<file path="src/rtl/bus_fabric_if.sv">
// CPU-side request/response and slave-side broadcast/strobe signals of the bus fabric.
// The fabric takes the slave modport; the environment (CPU plus slaves) takes master.
interface bus_fabric_if #(
   parameter int W  = 32,
   parameter int AW = 16,
   parameter int NS = 4
);
   logic [AW-1:0]   addr;
   logic            rd_en;
   logic            wr_en;
   logic [W-1:0]    wr_data;
   logic [W/8-1:0]  wr_mask;
   logic [W-1:0]    rd_data;
   logic            rd_valid;
   logic            bus_err;
   logic [7:0]      err_count;
   logic            busy;
   logic [AW-1:0]   s_addr;
   logic [W-1:0]    s_wr_data;
   logic [W/8-1:0]  s_wr_mask;
   logic [NS-1:0]   s_rd_en;
   logic [NS-1:0]   s_wr_en;
   logic [NS*W-1:0] s_rd_data;
   logic [NS-1:0]   s_rd_valid;

   modport master (
      output addr, rd_en, wr_en, wr_data, wr_mask, s_rd_data, s_rd_valid,
      input  rd_data, rd_valid, bus_err, err_count, busy,
             s_addr, s_wr_data, s_wr_mask, s_rd_en, s_wr_en
   );

   modport slave (
      input  addr, rd_en, wr_en, wr_data, wr_mask, s_rd_data, s_rd_valid,
      output rd_data, rd_valid, bus_err, err_count, busy,
             s_addr, s_wr_data, s_wr_mask, s_rd_en, s_wr_en
   );
endinterface

</file>
<file path="src/rtl/bus_fabric.sv">
// Single-master to NS-slave fabric: combinational address decode, posted writes,
// one outstanding read with timeout, error response and saturating error counter.
module bus_fabric #(
   parameter int               W        = 32,
   parameter int               AW       = 16,
   parameter int               NS       = 4,
   parameter logic [NS*AW-1:0] SLV_BASE = '0,
   parameter logic [NS*AW-1:0] SLV_MASK = '0,
   parameter int               TIMEOUT  = 15,
   parameter logic [W-1:0]     ERR_DATA = '1
) (
   input logic         clk,
   input logic         rst_n,
   bus_fabric_if.slave bus
);
   localparam int IW = (NS > 1) ? $clog2(NS) : 1;
   localparam int CW = (TIMEOUT > 1) ? $clog2(TIMEOUT + 1) : 1;

   typedef enum logic [1:0] {S_IDLE, S_WAIT, S_ERR} state_t;

   state_t          r_state, w_next;
   logic [IW-1:0]   r_cur;
   logic [CW-1:0]   r_cnt;
   logic [7:0]      r_errcnt;
   logic            r_wr_err;

   logic [NS-1:0]   w_hit;
   logic [IW-1:0]   w_sel;
   logic            w_mapped;
   logic [W-1:0]    w_sdata [NS];
   logic            w_rd_ok, w_rd_err, w_wr_ok, w_wr_err;
   logic            w_rsp, w_tmo, w_bus_err;

   for (genvar i = 0; i < NS; i++) begin : g_slv
      assign w_hit[i]   = (bus.addr & SLV_MASK[i*AW +: AW]) == SLV_BASE[i*AW +: AW];
      assign w_sdata[i] = bus.s_rd_data[i*W +: W];
   end

   // Scan from the top so the lowest matching index is the one left standing.
   always_comb begin
      w_sel    = '0;
      w_mapped = 1'b0;
      for (int i = NS - 1; i >= 0; i--) begin
         if (w_hit[i]) begin
            w_sel    = IW'(i);
            w_mapped = 1'b1;
         end
      end
   end

   assign w_rd_ok  = bus.rd_en & ~bus.wr_en & w_mapped;
   assign w_rd_err = bus.rd_en & (bus.wr_en | ~w_mapped);
   assign w_wr_ok  = bus.wr_en & ~bus.rd_en & w_mapped;
   assign w_wr_err = bus.wr_en & ~bus.rd_en & ~w_mapped;
   assign w_rsp    = bus.s_rd_valid[r_cur];
   assign w_tmo    = (r_cnt == CW'(TIMEOUT - 1));

   always_ff @(posedge clk or negedge rst_n) begin
      if (!rst_n) r_state <= S_IDLE;
      else        r_state <= w_next;
   end

   always_comb begin
      w_next = r_state;
      case (r_state)
         S_IDLE: begin
            if (w_rd_ok)       w_next = S_WAIT;
            else if (w_rd_err) w_next = S_ERR;
         end
         // A valid on the timeout cycle takes priority over the timeout.
         S_WAIT: begin
            if (w_rsp)      w_next = S_IDLE;
            else if (w_tmo) w_next = S_ERR;
         end
         S_ERR:   w_next = S_IDLE;
         default: w_next = S_IDLE;
      endcase
   end

   always_comb begin
      bus.s_rd_en  = '0;
      bus.s_wr_en  = '0;
      bus.rd_valid = 1'b0;
      bus.rd_data  = '0;
      w_bus_err    = r_wr_err;
      case (r_state)
         S_IDLE: begin
            bus.s_rd_en[w_sel] = w_rd_ok & rst_n;
            bus.s_wr_en[w_sel] = w_wr_ok & rst_n;
         end
         S_WAIT: begin
            if (w_rsp) begin
               bus.rd_valid = 1'b1;
               bus.rd_data  = w_sdata[r_cur];
            end
         end
         S_ERR: begin
            bus.rd_valid = 1'b1;
            bus.rd_data  = ERR_DATA;
            w_bus_err    = 1'b1;
         end
         default: ;
      endcase
   end

   assign bus.bus_err   = w_bus_err;
   assign bus.busy      = (r_state != S_IDLE);
   assign bus.err_count = r_errcnt;
   assign bus.s_addr    = bus.addr;
   assign bus.s_wr_data = bus.wr_data;
   assign bus.s_wr_mask = bus.wr_mask;

   always_ff @(posedge clk or negedge rst_n) begin
      if (!rst_n) begin
         r_cur    <= '0;
         r_cnt    <= '0;
         r_errcnt <= '0;
         r_wr_err <= 1'b0;
      end else begin
         r_wr_err <= (r_state == S_IDLE) & w_wr_err;
         if (r_state == S_IDLE && w_rd_ok) begin
            r_cur <= w_sel;
            r_cnt <= '0;
         end else if (r_state == S_WAIT && !w_rsp && !w_tmo) begin
            r_cnt <= r_cnt + CW'(1);
         end
         if (w_bus_err && r_errcnt != 8'hFF) r_errcnt <= r_errcnt + 8'd1;
      end
   end
endmodule
</file>
<file path="src/flat_wrapper.sv">
// flat-port wrapper written by rule: the top's interface ports become plain ports
module bus_fabric_flat 
#(
   parameter int               W        = 32,
   parameter int               AW       = 16,
   parameter int               NS       = 4,
   parameter logic [NS*AW-1:0] SLV_BASE = '0,
   parameter logic [NS*AW-1:0] SLV_MASK = '0,
   parameter int               TIMEOUT  = 15,
   parameter logic [W-1:0]     ERR_DATA = '1
)
  (clk, rst_n, bus_addr, bus_rd_en, bus_wr_en, bus_wr_data, bus_wr_mask, bus_s_rd_data, bus_s_rd_valid, bus_rd_data, bus_rd_valid, bus_bus_err, bus_err_count, bus_busy, bus_s_addr, bus_s_wr_data, bus_s_wr_mask, bus_s_rd_en, bus_s_wr_en);
  bus_fabric_if #(.W(W), .AW(AW), .NS(NS)) bus_i ();
  input logic clk;
  input logic rst_n;
  input wire logic [$bits(bus_i.addr)-1:0] bus_addr;
  input wire logic [$bits(bus_i.rd_en)-1:0] bus_rd_en;
  input wire logic [$bits(bus_i.wr_en)-1:0] bus_wr_en;
  input wire logic [$bits(bus_i.wr_data)-1:0] bus_wr_data;
  input wire logic [$bits(bus_i.wr_mask)-1:0] bus_wr_mask;
  input wire logic [$bits(bus_i.s_rd_data)-1:0] bus_s_rd_data;
  input wire logic [$bits(bus_i.s_rd_valid)-1:0] bus_s_rd_valid;
  output wire logic [$bits(bus_i.rd_data)-1:0] bus_rd_data;
  output wire logic [$bits(bus_i.rd_valid)-1:0] bus_rd_valid;
  output wire logic [$bits(bus_i.bus_err)-1:0] bus_bus_err;
  output wire logic [$bits(bus_i.err_count)-1:0] bus_err_count;
  output wire logic [$bits(bus_i.busy)-1:0] bus_busy;
  output wire logic [$bits(bus_i.s_addr)-1:0] bus_s_addr;
  output wire logic [$bits(bus_i.s_wr_data)-1:0] bus_s_wr_data;
  output wire logic [$bits(bus_i.s_wr_mask)-1:0] bus_s_wr_mask;
  output wire logic [$bits(bus_i.s_rd_en)-1:0] bus_s_rd_en;
  output wire logic [$bits(bus_i.s_wr_en)-1:0] bus_s_wr_en;
  assign bus_i.addr = bus_addr;
  assign bus_i.rd_en = bus_rd_en;
  assign bus_i.wr_en = bus_wr_en;
  assign bus_i.wr_data = bus_wr_data;
  assign bus_i.wr_mask = bus_wr_mask;
  assign bus_i.s_rd_data = bus_s_rd_data;
  assign bus_i.s_rd_valid = bus_s_rd_valid;
  assign bus_rd_data = bus_i.rd_data;
  assign bus_rd_valid = bus_i.rd_valid;
  assign bus_bus_err = bus_i.bus_err;
  assign bus_err_count = bus_i.err_count;
  assign bus_busy = bus_i.busy;
  assign bus_s_addr = bus_i.s_addr;
  assign bus_s_wr_data = bus_i.s_wr_data;
  assign bus_s_wr_mask = bus_i.s_wr_mask;
  assign bus_s_rd_en = bus_i.s_rd_en;
  assign bus_s_wr_en = bus_i.s_wr_en;
  bus_fabric #(.W(W), .AW(AW), .NS(NS), .SLV_BASE(SLV_BASE), .SLV_MASK(SLV_MASK), .TIMEOUT(TIMEOUT), .ERR_DATA(ERR_DATA)) u_core (.clk(clk), .rst_n(rst_n), .bus(bus_i));
endmodule
</file>
<file path="config.mk">
export PLATFORM = sky130hd
export DESIGN_NAME = bus_fabric_flat
export DESIGN_NICKNAME = d
export VERILOG_FILES = /design/src/rtl/bus_fabric_if.sv /design/src/rtl/bus_fabric.sv /design/src/flat_wrapper.sv
export SDC_FILE = /design/constraint.sdc
export NUM_CORES = 1
export LEC_CHECK = 0
export ABC_AREA = 1
export CORE_AREA = 4 4 110 112
export DETAILED_ROUTE_END_ITERATION = 8
export DIE_AREA = 0 0 114 116
export SLEW_MARGIN = 20
export SYNTH_ARGS = -nofsm -noshare
export SYNTH_HDL_FRONTEND = slang
export SYNTH_SLANG_ARGS = --single-unit
export TNS_END_PERCENT = 1
</file>
<file path="constraint.sdc">
create_clock -name clk -period 1.3 [get_ports clk]
set_input_delay 0.26 -clock clk [delete_from_list [all_inputs] [get_ports clk]]
set_output_delay 0.26 -clock clk [all_outputs]
set_load 0.01 [all_outputs]
</file>
==> impl_metrics.py <==
metrics = {
    "outcome": {
        "status": "finished, violations left",
        "violations": "setup timing",
    },
    "placement": {
        "dp_hpwl_mm": 5.079,
        "place.gp.congestion": 0.7141,
        "portBuffers": 81,
    },
    "setup_path": {
        "reg2reg_to": "u_core.r_cnt[2]",
        "critical_path_class": "flop to output pin",
        "crit_arrival_ns": 1.61,
        "cp-end-kind": "output pin",
        "r2r_setup_slack_ns": -0.10,
        "cp.required_ns": 1.04,
        "cp-start-kind": "flop",
        "reg2reg_depth": 10,
        "crit_fanout": 8,
        "rr_startpoint": "u_core.r_state[1]",
    },
    "synth": {
        "yosys.area_share.simple_pct": 24.85,
        "syn-mean-instance-area_um2": 6.514,
        "netlist.area_leader.share_pct": 26.52,
        "synth_top_family_by_area": "buffers and inverters",
        "synth_xor_area_share_pct": 0.5335,
        "yosys_register_bits": 14,
        "synth_area_um2": 1642,
        "ys_async_sr_fraction_pct": 100.0,
        "yosysSeqAreaShare_pct": 21.34,
        "synth-main-ff-cell": "dfrtp_1",
        "synth_compound_area_share_pct": 13.41,
        "synth_enable_flop_cells": 0,
        "muxShareOfSynthArea_pct": 0,
        "netlist-cell-type-count": 24,
        "synth_common_cells": "nand2_1, buf_4, a21oi_1",
        "synthAdderAreaFrac_pct": 5.335,
        "synth_top_area_cell": "buf_4",
        "synth_top_cells_by_area": "buf_4, dfrtp_1, nand2_1",
        "yosysMostFrequentCell": "nand2_1",
        "postSynthCellCount": 252,
        "yosysWarnings": 0,
    },
    "power_and_ir_drop": {
        "clkPwrFrac_pct": 11.5,
        "combPwrFrac_pct": 75.5,
        "p_leak_nw": 1.235,
        "pwr-share-seq_pct": 12.9,
        "p_int_w": 0.003140,
        "totalPowerFinal_w": 0.005664,
        "ir_drop_uv": 1188,
        "power_density_nw_per_um2": 2007,
        "power_switching_w": 0.002524,
        "p_sw_share_pct": 44.56,
    },
    "final_layout": {
        "n_antenna_cell": 0,
        "finalNetCount": 506,
        "num-fill-cells": 1228,
        "areaGrowthSynthToFinish_pct": 71.95,
        "layout-drive-gt1-share_pct": 47.74,
    },
    "global_routing": {
        "grt_pass1_vias": 1760,
        "grt_use_total_pct": 9.847,
        "grt_max_degree": 25,
        "antenna_found_initial": 0,
        "grt_pass1_wl_mm": 10.04,
        "grt_overflow": 0,
    },
    "cts": {
        "holdBufCountCts": 0,
        "clk_latency_ns": 0.25,
        "cts_tree": "built",
        "htree_num_levels": 1,
        "cts_buffers": 3,
        "cts.sinks": 14,
        "clock_path_buffers": 2,
        "clock-root-buffer": "clkbuf_16",
        "clkTransAtPathRegs_ns": 0.05,
    },
    "floorplanning": {
        "ios": 291,
        "die_x_um": 114,
        "dieHeight_um": 116,
        "die_area_um2": 13220,
        "coreArea_um2": 11220,
        "rows": 39,
        "start_util_pct": 14.63,
    },
    "sta": {
        "final.setup.worst_slack_ns": -0.5707,
        "skew_ns": 0.002465,
        "timing_hold_violations_final": 0,
        "holdWs_ns": 0.3666,
        "fmax_mhz": 534.6,
        "period_needed_ns": 1.871,
        "grt_setup_unrepaired": "true",
        "setup_tns_ns": -18.57,
        "finalMaxSlewViolations": 0,
        "fin_crit_sh_pct": 143.9,
        "setup_viol": 43,
    },
    "drt": {
        "first_iter_violations": 42,
        "wl_per_cell_um": 15.15,
        "vias": 1747,
        "drt_pass1_iterations": 4,
        "drt_wl_total_mm": 6.862,
        "drc_errors": 0,
        "vias_per_cell": 3.857,
        "ant_nets": 0,
    },
    "min_path": {
        "worst_hold_path_type": "input pin to async pin",
    },
    "job": {
        "cap_violations": 0,
    },
}
==> cell type report <==
class / count / area [um2] / area share, %
clock buffer: 4 / 88.84 / 3.147
tap: 143 / 178.9 / 6.339
inverter: 23 / 101.3 / 3.590
timing repair buffer: 116 / 1087 / 38.52
sequential: 14 / 354.1 / 12.54
multi-input combinational: 153 / 1012 / 35.86
==> logic make-up after synthesis <==
family          Yosys count
simple gates             96
buf+inv                  90
compound gates           43
flops                    14
fa+ha+maj                 7
xor+xnor                  1
other cells               1
==> worst max path at each step <==
stage	start	end	slack [ns]	cells after the start
after global placement	bus_wr_en	bus_s_wr_en[0]	-0.88	5
final	u_core.r_state[1]	bus_rd_data[21]	-0.57	8
after detailed placement	bus_s_rd_valid[0]	bus_rd_data[1]	-0.84	7
after floorplan	u_core.r_state[0]	bus_rd_data[11]	-0.08	5
after global routing	u_core.r_state[1]	bus_rd_data[7]	-0.66	8
after CTS	u_core.r_state[1]	bus_rd_data[21]	-0.57	8
==> power groups by stage <==
stage          logic, W  clock network (W)  registers, W
3_5_place_dp    0.00383                  0      0.000702
6_report        0.00428           0.000654      0.000731
5_1_grt         0.00465           0.000691      0.000758
4_1_cts         0.00420           0.000674      0.000703
3_3_place_gp    0.00379                  0      0.000694
2_1_floorplan   0.00199                  0      0.000753
==> state kept, by name, summed over array words and instances (netlist names) <==
register / cells
u_core.r_cnt: 4
u_core.bus.err_count: 8
u_core.r_state: 2
==> through the flow <==
step                worst slack (ns)  cells  cell area [um2]  utilization [%]
finish                       -0.5707    453             2823            25.15
global placement             -0.8828    437             2512            22.39
floorplan                   -0.08470    257             1808                -
global route                 -0.6593    453             2823            25.15
detailed placement           -0.8402    437             2512            22.39
CTS                          -0.5704    452             2739            24.40
==> critical path, stage by stage, from the launching register on <==
cell	delay, ns
dfrtp_1	0.35
inv_2	0.07
buf_6	0.12
ha_4	0.27
inv_6	0.05
buf_12	0.13
buf_12	0.14
a21oi_2	0.09
buf_2	0.14
==> what timing repair did <==
item,CTS,global route
gates resized for setup,194,18
setup buffers,8,1
endpoints found under the setup margin,55,51
pin swaps,13,11
gates cloned,4,0
==> metal layers <==
layer	GRT usage (%)	part of all wire, %	vias to the layer above	wire (um)
li1	-	-	843	-
met1	9.682	32	778	2225
met2	16.43	46	107	3171
met3	7.572	19	19	1330
met4	2.454	2.0	0	134
met5	0	0	-	0
==> cell usage in the layout, fill, tap and decap left out, types with 2 or more instances in the layout <==
| master | instances |
|---|---|
| clkdlybuf4s50_1 | 36 |
| clkdlybuf4s15_2 | 2 |
| buf_6 | 5 |
| buf_2 | 31 |
| dfrtp_1 | 11 |
| o21a_1 | 2 |
| nand2_2 | 12 |
| nand3_1 | 8 |
| clkbuf_16 | 3 |
| conb_1 | 6 |
| buf_4 | 23 |
| nand2_1 | 56 |
| nor2_4 | 3 |
| buf_16 | 4 |
| ha_1 | 2 |
| a21oi_1 | 4 |
| buf_12 | 7 |
| dfrtp_2 | 3 |
| ha_4 | 4 |
| nand2_4 | 3 |
| a21oi_2 | 30 |
| inv_2 | 5 |
| dlygate4sd2_1 | 8 |
| inv_1 | 15 |
| o21ai_1 | 2 |
| nor2_2 | 2 |
| o21ai_0 | 3 |
| nor2_1 | 7 |
(Power assumes the default switching activity.)
